`src/rtl/cpu_pkg.sv`:
```
// Shared types and constants for the pipeline hazard/forwarding control.
package cpu_pkg;

    localparam int unsigned DEF_REG_W = 3;
    localparam int unsigned SEQ_W     = 3;

    typedef enum logic [1:0] {
        RUN   = 2'd0,
        STALL = 2'd1,
        FLUSH = 2'd2
    } state_t;

    localparam logic [1:0] FWD_RF    = 2'd0;
    localparam logic [1:0] FWD_EXMEM = 2'd1;
    localparam logic [1:0] FWD_MEMWB = 2'd2;

    // Operand source pick; a younger EX producer wins over MEM, loads in EX never forward.
    function automatic logic [1:0] fwd_pick(
        input logic use_src,
        input logic ex_wb,
        input logic ex_load,
        input logic ex_hit,
        input logic mem_wb,
        input logic mem_hit
    );
        if (use_src && ex_wb && !ex_load && ex_hit) begin
            return FWD_EXMEM;
        end
        if (use_src && mem_wb && mem_hit) begin
            return FWD_MEMWB;
        end
        return FWD_RF;
    endfunction

endpackage

```
`src/rtl/hazard_control_unit_if.sv`:
```
// Pipeline-side view of the hazard control unit: stage info in, control/forwarding out.
interface hazard_control_unit_if
    import cpu_pkg::*;
#(
    parameter int unsigned REG_W = DEF_REG_W,
    parameter int unsigned CNT_W = 16
);
    logic [REG_W-1:0] id_src1;
    logic [REG_W-1:0] id_src2;
    logic             id_use1;
    logic             id_use2;
    logic [REG_W-1:0] ex_dst;
    logic             ex_wb;
    logic             ex_mem_read;
    logic [REG_W-1:0] mem_dst;
    logic             mem_wb;
    logic             jump_occured;
    logic             pc_write;
    logic             ifid_write;
    logic             ifid_flush;
    logic             idex_bubble;
    logic [1:0]       fwd_sel1;
    logic [1:0]       fwd_sel2;
    logic             busy;
    logic [CNT_W-1:0] stall_cnt;
    logic [CNT_W-1:0] flush_cnt;

    modport master (
        output id_src1, id_src2, id_use1, id_use2, ex_dst, ex_wb, ex_mem_read,
               mem_dst, mem_wb, jump_occured,
        input  pc_write, ifid_write, ifid_flush, idex_bubble, fwd_sel1, fwd_sel2,
               busy, stall_cnt, flush_cnt
    );

    modport slave (
        input  id_src1, id_src2, id_use1, id_use2, ex_dst, ex_wb, ex_mem_read,
               mem_dst, mem_wb, jump_occured,
        output pc_write, ifid_write, ifid_flush, idex_bubble, fwd_sel1, fwd_sel2,
               busy, stall_cnt, flush_cnt
    );
endinterface

```
`src/rtl/sat_counter.sv`:
```
// Event counter that sticks at all-ones.
module sat_counter #(
    parameter int unsigned CNT_W = 16
) (
    input  logic             clk,
    input  logic             rst,
    input  logic             inc,
    output logic [CNT_W-1:0] count
);
    // Count events until the all-ones ceiling.
    always_ff @(posedge clk or posedge rst) begin
        if (rst) begin
            count <= '0;
        end else if (inc && (count != '1)) begin
            count <= count + CNT_W'(1);
        end
    end
endmodule

```
`src/rtl/hazard_control_unit.sv`:
```
// Load-use stall, taken-jump flush and operand forwarding control for the 5-stage core.
module hazard_control_unit
    import cpu_pkg::*;
#(
    parameter int unsigned REG_W             = DEF_REG_W,
    parameter int unsigned FLUSH_CYCLES      = 2,
    parameter int unsigned LOAD_STALL_CYCLES = 1,
    parameter int unsigned CNT_W             = 16
) (
    input logic                  clk,
    input logic                  rst,
    hazard_control_unit_if.slave bus
);
    logic [REG_W-1:0] src1;
    logic [REG_W-1:0] src2;
    logic [REG_W-1:0] ex_dst;
    logic [REG_W-1:0] mem_dst;
    logic             hz;
    state_t           state;
    state_t           next_state;
    logic [SEQ_W-1:0] seq;
    logic [SEQ_W-1:0] next_seq;
    logic             pc_write;
    logic             ifid_write;
    logic             ifid_flush;
    logic             idex_bubble;
    logic             stall_ev;
    logic             flush_ev;
    logic [1:0]       fwd_sel1;
    logic [1:0]       fwd_sel2;
    logic [1:0]       next_sel1;
    logic [1:0]       next_sel2;
    logic [CNT_W-1:0] stall_cnt;
    logic [CNT_W-1:0] flush_cnt;

    assign src1    = bus.id_src1;
    assign src2    = bus.id_src2;
    assign ex_dst  = bus.ex_dst;
    assign mem_dst = bus.mem_dst;

    // Load in EX feeding an operand the ID instruction actually reads.
    assign hz = bus.ex_mem_read && bus.ex_wb &&
                ((bus.id_use1 && (src1 == ex_dst)) || (bus.id_use2 && (src2 == ex_dst)));

    // State and remaining-cycle register.
    always_ff @(posedge clk or posedge rst) begin
        if (rst) begin
            state <= RUN;
            seq   <= '0;
        end else begin
            state <= next_state;
            seq   <= next_seq;
        end
    end

    // Next state and pipeline control; jump outranks a load-use hazard.
    always_comb begin
        next_state  = state;
        next_seq    = seq;
        pc_write    = 1'b1;
        ifid_write  = 1'b1;
        ifid_flush  = 1'b0;
        idex_bubble = 1'b0;
        stall_ev    = 1'b0;
        flush_ev    = 1'b0;
        unique case (state)
            RUN: begin
                if (bus.jump_occured) begin
                    ifid_flush  = 1'b1;
                    idex_bubble = 1'b1;
                    flush_ev    = 1'b1;
                    if (FLUSH_CYCLES > 1) begin
                        next_state = FLUSH;
                        next_seq   = SEQ_W'(FLUSH_CYCLES - 2);
                    end
                end else if (hz) begin
                    pc_write    = 1'b0;
                    ifid_write  = 1'b0;
                    idex_bubble = 1'b1;
                    stall_ev    = 1'b1;
                    if (LOAD_STALL_CYCLES > 1) begin
                        next_state = STALL;
                        next_seq   = SEQ_W'(LOAD_STALL_CYCLES - 2);
                    end
                end
            end
            STALL: begin
                pc_write    = 1'b0;
                ifid_write  = 1'b0;
                idex_bubble = 1'b1;
                stall_ev    = 1'b1;
                if (seq == '0) begin
                    next_state = RUN;
                end else begin
                    next_seq = seq - SEQ_W'(1);
                end
            end
            FLUSH: begin
                ifid_flush  = 1'b1;
                idex_bubble = 1'b1;
                if (seq == '0) begin
                    next_state = RUN;
                end else begin
                    next_seq = seq - SEQ_W'(1);
                end
            end
            default: begin
                next_state = RUN;
                next_seq   = '0;
            end
        endcase
    end

    // Operand selects for the instruction about to enter EX; a bubble gets none.
    always_comb begin
        next_sel1 = fwd_pick(bus.id_use1, bus.ex_wb, bus.ex_mem_read, src1 == ex_dst,
                             bus.mem_wb, src1 == mem_dst);
        next_sel2 = fwd_pick(bus.id_use2, bus.ex_wb, bus.ex_mem_read, src2 == ex_dst,
                             bus.mem_wb, src2 == mem_dst);
        if (idex_bubble) begin
            next_sel1 = FWD_RF;
            next_sel2 = FWD_RF;
        end
    end

    // Forwarding select registers.
    always_ff @(posedge clk or posedge rst) begin
        if (rst) begin
            fwd_sel1 <= FWD_RF;
            fwd_sel2 <= FWD_RF;
        end else begin
            fwd_sel1 <= next_sel1;
            fwd_sel2 <= next_sel2;
        end
    end

    sat_counter #(.CNT_W(CNT_W)) u_stall_cnt (
        .clk   (clk),
        .rst   (rst),
        .inc   (stall_ev),
        .count (stall_cnt)
    );

    sat_counter #(.CNT_W(CNT_W)) u_flush_cnt (
        .clk   (clk),
        .rst   (rst),
        .inc   (flush_ev),
        .count (flush_cnt)
    );

    assign bus.pc_write    = pc_write;
    assign bus.ifid_write  = ifid_write;
    assign bus.ifid_flush  = ifid_flush;
    assign bus.idex_bubble = idex_bubble;
    assign bus.fwd_sel1    = fwd_sel1;
    assign bus.fwd_sel2    = fwd_sel2;
    assign bus.busy        = (state != RUN);
    assign bus.stall_cnt   = stall_cnt;
    assign bus.flush_cnt   = flush_cnt;
endmodule

```
`src/flat_wrapper.sv`:
```
// flat-port wrapper written by rule: the top's interface ports become plain ports
module hazard_control_unit_flat import cpu_pkg::*;
#(
    parameter int unsigned REG_W             = DEF_REG_W,
    parameter int unsigned FLUSH_CYCLES      = 2,
    parameter int unsigned LOAD_STALL_CYCLES = 1,
    parameter int unsigned CNT_W             = 16
)
  (clk, rst, bus_id_src1, bus_id_src2, bus_id_use1, bus_id_use2, bus_ex_dst, bus_ex_wb, bus_ex_mem_read, bus_mem_dst, bus_mem_wb, bus_jump_occured, bus_pc_write, bus_ifid_write, bus_ifid_flush, bus_idex_bubble, bus_fwd_sel1, bus_fwd_sel2, bus_busy, bus_stall_cnt, bus_flush_cnt);
  hazard_control_unit_if #(.REG_W(REG_W), .CNT_W(CNT_W)) bus_i ();
  input logic clk;
  input logic rst;
  input wire logic [$bits(bus_i.id_src1)-1:0] bus_id_src1;
  input wire logic [$bits(bus_i.id_src2)-1:0] bus_id_src2;
  input wire logic [$bits(bus_i.id_use1)-1:0] bus_id_use1;
  input wire logic [$bits(bus_i.id_use2)-1:0] bus_id_use2;
  input wire logic [$bits(bus_i.ex_dst)-1:0] bus_ex_dst;
  input wire logic [$bits(bus_i.ex_wb)-1:0] bus_ex_wb;
  input wire logic [$bits(bus_i.ex_mem_read)-1:0] bus_ex_mem_read;
  input wire logic [$bits(bus_i.mem_dst)-1:0] bus_mem_dst;
  input wire logic [$bits(bus_i.mem_wb)-1:0] bus_mem_wb;
  input wire logic [$bits(bus_i.jump_occured)-1:0] bus_jump_occured;
  output wire logic [$bits(bus_i.pc_write)-1:0] bus_pc_write;
  output wire logic [$bits(bus_i.ifid_write)-1:0] bus_ifid_write;
  output wire logic [$bits(bus_i.ifid_flush)-1:0] bus_ifid_flush;
  output wire logic [$bits(bus_i.idex_bubble)-1:0] bus_idex_bubble;
  output wire logic [$bits(bus_i.fwd_sel1)-1:0] bus_fwd_sel1;
  output wire logic [$bits(bus_i.fwd_sel2)-1:0] bus_fwd_sel2;
  output wire logic [$bits(bus_i.busy)-1:0] bus_busy;
  output wire logic [$bits(bus_i.stall_cnt)-1:0] bus_stall_cnt;
  output wire logic [$bits(bus_i.flush_cnt)-1:0] bus_flush_cnt;
  assign bus_i.id_src1 = bus_id_src1;
  assign bus_i.id_src2 = bus_id_src2;
  assign bus_i.id_use1 = bus_id_use1;
  assign bus_i.id_use2 = bus_id_use2;
  assign bus_i.ex_dst = bus_ex_dst;
  assign bus_i.ex_wb = bus_ex_wb;
  assign bus_i.ex_mem_read = bus_ex_mem_read;
  assign bus_i.mem_dst = bus_mem_dst;
  assign bus_i.mem_wb = bus_mem_wb;
  assign bus_i.jump_occured = bus_jump_occured;
  assign bus_pc_write = bus_i.pc_write;
  assign bus_ifid_write = bus_i.ifid_write;
  assign bus_ifid_flush = bus_i.ifid_flush;
  assign bus_idex_bubble = bus_i.idex_bubble;
  assign bus_fwd_sel1 = bus_i.fwd_sel1;
  assign bus_fwd_sel2 = bus_i.fwd_sel2;
  assign bus_busy = bus_i.busy;
  assign bus_stall_cnt = bus_i.stall_cnt;
  assign bus_flush_cnt = bus_i.flush_cnt;
  hazard_control_unit #(.REG_W(REG_W), .FLUSH_CYCLES(FLUSH_CYCLES), .LOAD_STALL_CYCLES(LOAD_STALL_CYCLES), .CNT_W(CNT_W)) u_core (.clk(clk), .rst(rst), .bus(bus_i));
endmodule
```
`config.mk`:
```
export PLATFORM = sky130hd
export DESIGN_NAME = hazard_control_unit_flat
export DESIGN_NICKNAME = d
export VERILOG_FILES = /design/src/rtl/cpu_pkg.sv /design/src/rtl/hazard_control_unit_if.sv /design/src/rtl/sat_counter.sv /design/src/rtl/hazard_control_unit.sv /design/src/flat_wrapper.sv
export SDC_FILE = /design/constraint.sdc
export NUM_CORES = 1
export LEC_CHECK = 0
export CELL_PAD_IN_SITES_DETAIL_PLACEMENT = 1
export CELL_PAD_IN_SITES_GLOBAL_PLACEMENT = 1
export CORE_MARGIN = 4
export CORE_UTILIZATION = 36
export CTS_CLUSTER_SIZE = 28
export DETAILED_ROUTE_END_ITERATION = 16
export PLACE_DENSITY_LB_ADDON = 0.1
export SYNTH_ARGS = -nofsm -noshare
export SYNTH_HDL_FRONTEND = slang
export SYNTH_SLANG_ARGS = --single-unit
```
`constraint.sdc`:
```
create_clock -name clk -period 2.05 [get_ports clk]
set_clock_uncertainty 0.15 [all_clocks]
set_input_delay 0.205 -clock clk [delete_from_list [all_inputs] [get_ports clk]]
set_output_delay 0.205 -clock clk [all_outputs]
set_load 0.03 [all_outputs]
```
==> reports/metrics.csv, run 1 <==
metric;value;unit
drc;0;
io_buffer_count;60;
cts.path.max_buffers;2;
overflow;0;
path_clk_slew;90;ps
hpwlAfterDp;4528;um
vias;1894;
cp_cell_sequence;ha_4 > and3_4 > nand3_4 > buf_4 > a2111oi_4 > buf_4 > nand4_1 > xnor2_1;
fin_crit;2035;ps
critPathArrivalTime;2060;ps
drtIter0Drc;62;
slowest_delay;400;ps
worstSetupPathType;register to register;
first_pass_iters;4;
drt-total-wl;5835;um
crit_family;simple AND/OR/NAND/NOR gates;
critical_path.startpoint_type;register;
ant_nets;0;
ys_seq_area_share;47.59;%
initial_utilization;37.73;%
cts_max_level;2;
dp.cells;364;
ys_types;40;
antenna_found_initial;0;
layoutNonFillerInstCount;376;
synth_area;2103;um^2
setup_violations;0;
root_buffer;clkbuf_8;
n_antenna_cell;0;
avgSynthCellArea;10.46;um^2
design.final.nets;327;
fin_crit_sh;99.27;%
cap_violations;0;
numCtsBuffers;5;
fp-row-count;27;
fill_cells;615;
crit_required;2080;ps
grt_pass1_vias;2139;
synth_area_leaders;dfrtp_1, xnor2_1, xor2_1;
grt_use_total;17.08;%
cts_tree;done;
cts.sinks;40;
clk_latency;290;ps
holdBufCountCts;0;
syn_nets;225;
worst_pin_slew;527.4;ps
synth_warnings;0;
pwr_density_cell;779.5;nW/um^2
synth-edff-count;0;
cp_common_cell;buf_4;
crit_buf_inv;2;
yosys.area.top_type;dfrtp_1;
die_h;84.44;um
whs;211.3;ps
dieArea;7129;um^2
cpMaxStageDelayCell;dfrtp_2;
core-area;5574;um^2
crit_path_end_kind;register;
vdd_drop_max;0.4624;mV
slew-limit-headroom;64.84;%
slew_viol_final;0;
syn_to_final_growth;55.56;%
synth_flop_cell;dfrtp_1;
async_reset_ff_share;100.0;%
crit_path_max_fanout;5;
synth_top_area_share;47.59;%
min_path_type;primary input to async pin;
ys_ff_latch;40;
outcome;complete, no violations;
synthCells;201;
wl_per_cell;15.52;um
boundaryPins;61;
gp_congestion;0.8056;
viasPerCell;5.037;
drive_above_1_share;26.32;%
final_hold_viol_count;0;
leakage;1.471;nW
max_freq;491.4;MHz
grt_max_degree;41;
rsz0062_at_grt;true;
grt_pass1_wl;10010;um
die_w;84.44;um
## final timing paths
path,start,end,slack [ps],cells after the start
max reg2reg,u_core.u_stall_cnt.count[0]$_DFFE_PP0P_,u_core.u_stall_cnt.count[8]$_DFFE_PP0P_,20,8
min,rst,u_core.seq[1]$_DFFE_PP0P_,210,3
max,u_core.u_stall_cnt.count[0]$_DFFE_PP0P_,u_core.u_stall_cnt.count[8]$_DFFE_PP0P_,20,8
min reg2reg,u_core.u_flush_cnt.count[10]$_DFFE_PP0P_,u_core.u_flush_cnt.count[10]$_DFFE_PP0P_,360,1
min in group clk,bus_id_src2[0],u_core.bus.fwd_sel2[1]$_DFF_PP0_,290,5
max in group asynchronous,rst,u_core.u_flush_cnt.count[12]$_DFFE_PP0P_,1140,3
## sequential cells by signal (all words and copies together) (netlist names)
name                      flops
u_core.bus.fwd_sel2           2
u_core.bus.fwd_sel1           2
u_core.state                  1
u_core.seq                    3
u_core.u_flush_cnt.count     16
u_core.u_stall_cnt.count     16
## report_power, final
group          switching (mW)  internal [mW]
Sequential             0.0976          0.890
Combinational           0.485          0.440
Clock                   0.277          0.362
## layer usage
| layer | vias up | wire length [um] | global-route usage (%) |
|---|---|---|---|
| li1 | 913 | - | - |
| met1 | 924 | 2416 | 20.77 |
| met2 | 50 | 3110 | 30.92 |
| met3 | 7 | 249 | 3.435 |
| met4 | 0 | 59 | 4.173 |
| met5 | - | 0 | 0 |
## Yosys cell counts, types with 3 or more instances
cell type and number:
inv_1 9, nand2_1 14, xnor2_1 25, nor3b_1 3
nor3_1 8, ha_1 4, nor4_1 4, nand3_1 12
nor2_1 16, and4_1 4, a21oi_1 5, and3_1 3
xor2_1 14, nand4_1 9, o211ai_1 3, dfrtp_1 40
## worst reg2reg max path: cells and delay by family (launching register included)
kind / cells / cell delay, ps
AO/OA/AOI/OAI: 1 / 260
flip-flops: 1 / 400
adder cells (fa/ha/maj): 1 / 150
XOR/XNOR: 1 / 170
AND/OR/NAND/NOR: 3 / 450
buffers and inverters: 2 / 350
## layout by cell type (no fill, tap or decap), types with 8 or more instances in the layout
cell type,n
nand3_1,11
nand2_1,14
buf_4,41
nand4_1,9
xnor2_1,20
inv_1,8
nor2_1,15
dfrtp_1,32
clkdlybuf4s50_1,51
xor2_1,14
dfrtp_2,8
## through the flow
stage	TNS, ps	utilization, %	setup WS (ps)	area, um^2	power, mW
after floorplan	0	-	9.669	2117	1.495
after global placement	-917.0	54.41	-133.4	3033	1.847
after detailed placement	-2083	54.41	-232.4	3033	1.898
after CTS	0	57.13	7.209	3184	2.556
after global routing	-119.8	58.70	-71.77	3272	2.722
final	0	58.70	15.01	3272	2.550
## layout make-up
cell class | count | area, um^2 | share of cell area [%]
clock inverters | 2 | 35.03 | 1.071
inverters | 9 | 33.78 | 1.033
repair buffers | 97 | 880.8 | 26.92
well taps | 72 | 90.09 | 2.753
multi-input cells | 150 | 1149 | 35.11
clock buffers | 6 | 72.57 | 2.218
flip-flops and latches | 40 | 1011 | 30.90
## what timing repair did
item,in CTS,in global routing
gates resized for setup,4,16
pin swaps,5,3
endpoints found under the hold margin,0,0
setup endpoints to repair,4,11
buffers inserted,3,1
## cell families (layout without fill, tap and decap cells)
kind of cell | count (synthesis) | after routing | synth area share [%]
xor+xnor | 39 | 39 | 16.24
simple gates | 88 | 88 | 24.15
mux | 4 | 4 | 2.201
buf+inv | 11 | 114 | 2.201
fa+ha+maj | 4 | 4 | 2.380
compound gates | 15 | 15 | 5.235
flops | 40 | 40 | 47.59
Note: power is estimated with default switching activity, not from simulation.
==> run 2, diff against run 1 <==
--- a/config.mk
+++ b/config.mk
@@ -9,5 +9,6 @@
 export CELL_PAD_IN_SITES_GLOBAL_PLACEMENT = 1
 export CORE_MARGIN = 4
-export CORE_UTILIZATION = 36
+export CORE_UTILIZATION = 37
+export CTS_BUF_LIST = sky130_fd_sc_hd__clkbuf_2 sky130_fd_sc_hd__clkbuf_4 sky130_fd_sc_hd__clkbuf_8
 export CTS_CLUSTER_SIZE = 28
 export DETAILED_ROUTE_END_ITERATION = 16
==> constraint.sdc (replaced) <==
create_clock -name clk -period 2.05 [get_ports clk]
set_clock_uncertainty 0.15 [all_clocks]
set_input_delay 0.41 -clock clk [delete_from_list [all_inputs] [get_ports clk]]
set_output_delay 0.41 -clock clk [all_outputs]
set_load 0.03 [all_outputs]
==> reports/metrics.csv, run 2 (same netlist as run 1, synthesis figures left out) <==
metric;value;unit
fin_crit_sh;98.12;%
p_clk_share;21.6;%
max_freq;497.1;MHz
p_total;2.533;mW
top_regs;u_core.u_flush_cnt.count x16, u_core.u_stall_cnt.count x16, u_core.seq x3;
layoutNonFillerInstCount;387;
fp-row-count;27;
worst_pin_slew;503.3;ps
critical_path.startpoint_type;primary input;
gp_congestion;0.7519;
clk_latency;300;ps
wl_per_cell;17.17;um
overflow;0;
die_h;83.40;um
path_clk_slew;90;ps
setup_violations;0;
final_cell_mix;buf_4, dfrtp_1, clkdlybuf4s50_1;
seqPwrFrac;39.2;%
crit_required;1490;ps
cts.path.max_buffers;2;
vias;1962;
r2r_cells;9;
switching_share;35.80;%
pwr_density_cell;752.7;nW/um^2
slew-limit-headroom;66.30;%
min_path_type;primary input to async pin;
vdd_drop_max;0.6133;mV
worstSetupPathType;primary input to output port;
slew_viol_final;0;
drc;0;
boundaryPins;61;
critPathArrivalTime;1450;ps
fill_cells;595;
dp.cells;362;
crit_path_end_kind;output port;
leakage;1.688;nW
grt_use_total;19.98;%
design.final.nets;338;
antenna_found_initial;0;
drtIter0Drc;78;
cts_tree;done;
cts.sinks;40;
core-area;5507;um^2
grt_pass1_wl;11140;um
io_buffer_count;60;
drt-total-wl;6646;um
viasPerCell;5.070;
first_pass_iters;4;
power.switching;0.9066;mW
numCtsBuffers;5;
die_w;83.40;um
rsz0062_at_grt;false;
drive_above_1_share;33.97;%
ant_nets;0;
cap_violations;0;
internal_power;1.626;mW
crit_path_max_fanout;3;
n_antenna_cell;0;
syn_to_final_growth;59.96;%
dieArea;6955;um^2
combPwrFrac;39.3;%
root_buffer;clkbuf_8;
outcome;complete, no violations;
grt_pass1_vias;2202;
hpwlAfterDp;4285;um
fin_crit;2011;ps
initial_utilization;38.20;%
grt_max_degree;41;
final_common_cell;buf_4;
final_hold_viol_count;0;
cts_max_level;2;
==> run 2: what timing repair did <==
action / in CTS / in global routing
pin swaps: 11 / 12
endpoints found under the setup margin: 12 / 25
hold buffers: 0 / 0
setup buffers: 14 / 3
gates resized for setup: 52 / 29
==> run 2: power groups by stage <==
stage               combinational [mW]  sequential (mW)  clock [mW]
detailed placement               0.891            0.999           0
CTS                              0.957            0.989       0.558
global placement                 0.875            0.991           0
floorplan                        0.372             1.12           0
global route                      1.08             1.01       0.598
finish                           0.994            0.992       0.546
==> run 2: per-stage QoR <==
step	cell area [um^2]	utilization, %	TNS [ps]	hold WS (ps)	setup slack (ps)
after floorplan	2117	-	0	343.6	9.669
after global placement	3030	55.03	-6200	323.5	-333.0
after detailed placement	3030	55.03	-7466	331.2	-408.1
after CTS	3321	60.30	0	328.7	18.17
after global routing	3364	61.10	0	347.6	3.363
final	3364	61.10	0	312.0	38.53
==> run 2: final timing paths <==
check	startpoint	end	slack [ps]
setup / recovery	bus_ex_dst[2]	bus_idex_bubble	40
hold / removal	rst	u_core.u_stall_cnt.count[14]$_DFFE_PP0P_	310
setup reg to reg	u_core.state[1]$_DFFE_PP0P_	u_core.bus.fwd_sel2[1]$_DFF_PP0_	70
hold reg to reg	u_core.u_stall_cnt.count[9]$_DFFE_PP0P_	u_core.u_stall_cnt.count[9]$_DFFE_PP0P_	340
max in group asynchronous	rst	u_core.state[1]$_DFFE_PP0P_	1210
min in group clk	u_core.u_stall_cnt.count[9]$_DFFE_PP0P_	u_core.u_stall_cnt.count[9]$_DFFE_PP0P_	340
==> run 2: per-layer routing <==
metal | up-vias | global-route usage, % | share of wire [%]
li1 | 931 | - | -
met3 | 6 | 3.869 | 2.8
met1 | 985 | 23.99 | 42
met2 | 40 | 36.66 | 54
met5 | - | 0 | 0
met4 | 0 | 4.458 | 1.2
==> run 2: critical path, cell delays in order <==
cell and delay (ps):
buf_2 130, xnor2_2 220, and4_4 300, nor2_4 60, o21ai_2 170, buf_6 150
==> run 2: layout make-up <==
class / count / area (um^2) / share of cell area, %
Clock buffer: 6 / 76.32 / 2.268
Clock inverter: 2 / 12.51 / 0.3719
Inverter: 9 / 33.78 / 1.004
Multi-Input combinational cell: 150 / 1185 / 35.22
Sequential cell: 40 / 1012 / 30.09
Tap cell: 72 / 90.09 / 2.678
Timing Repair Buffer: 108 / 954.7 / 28.37
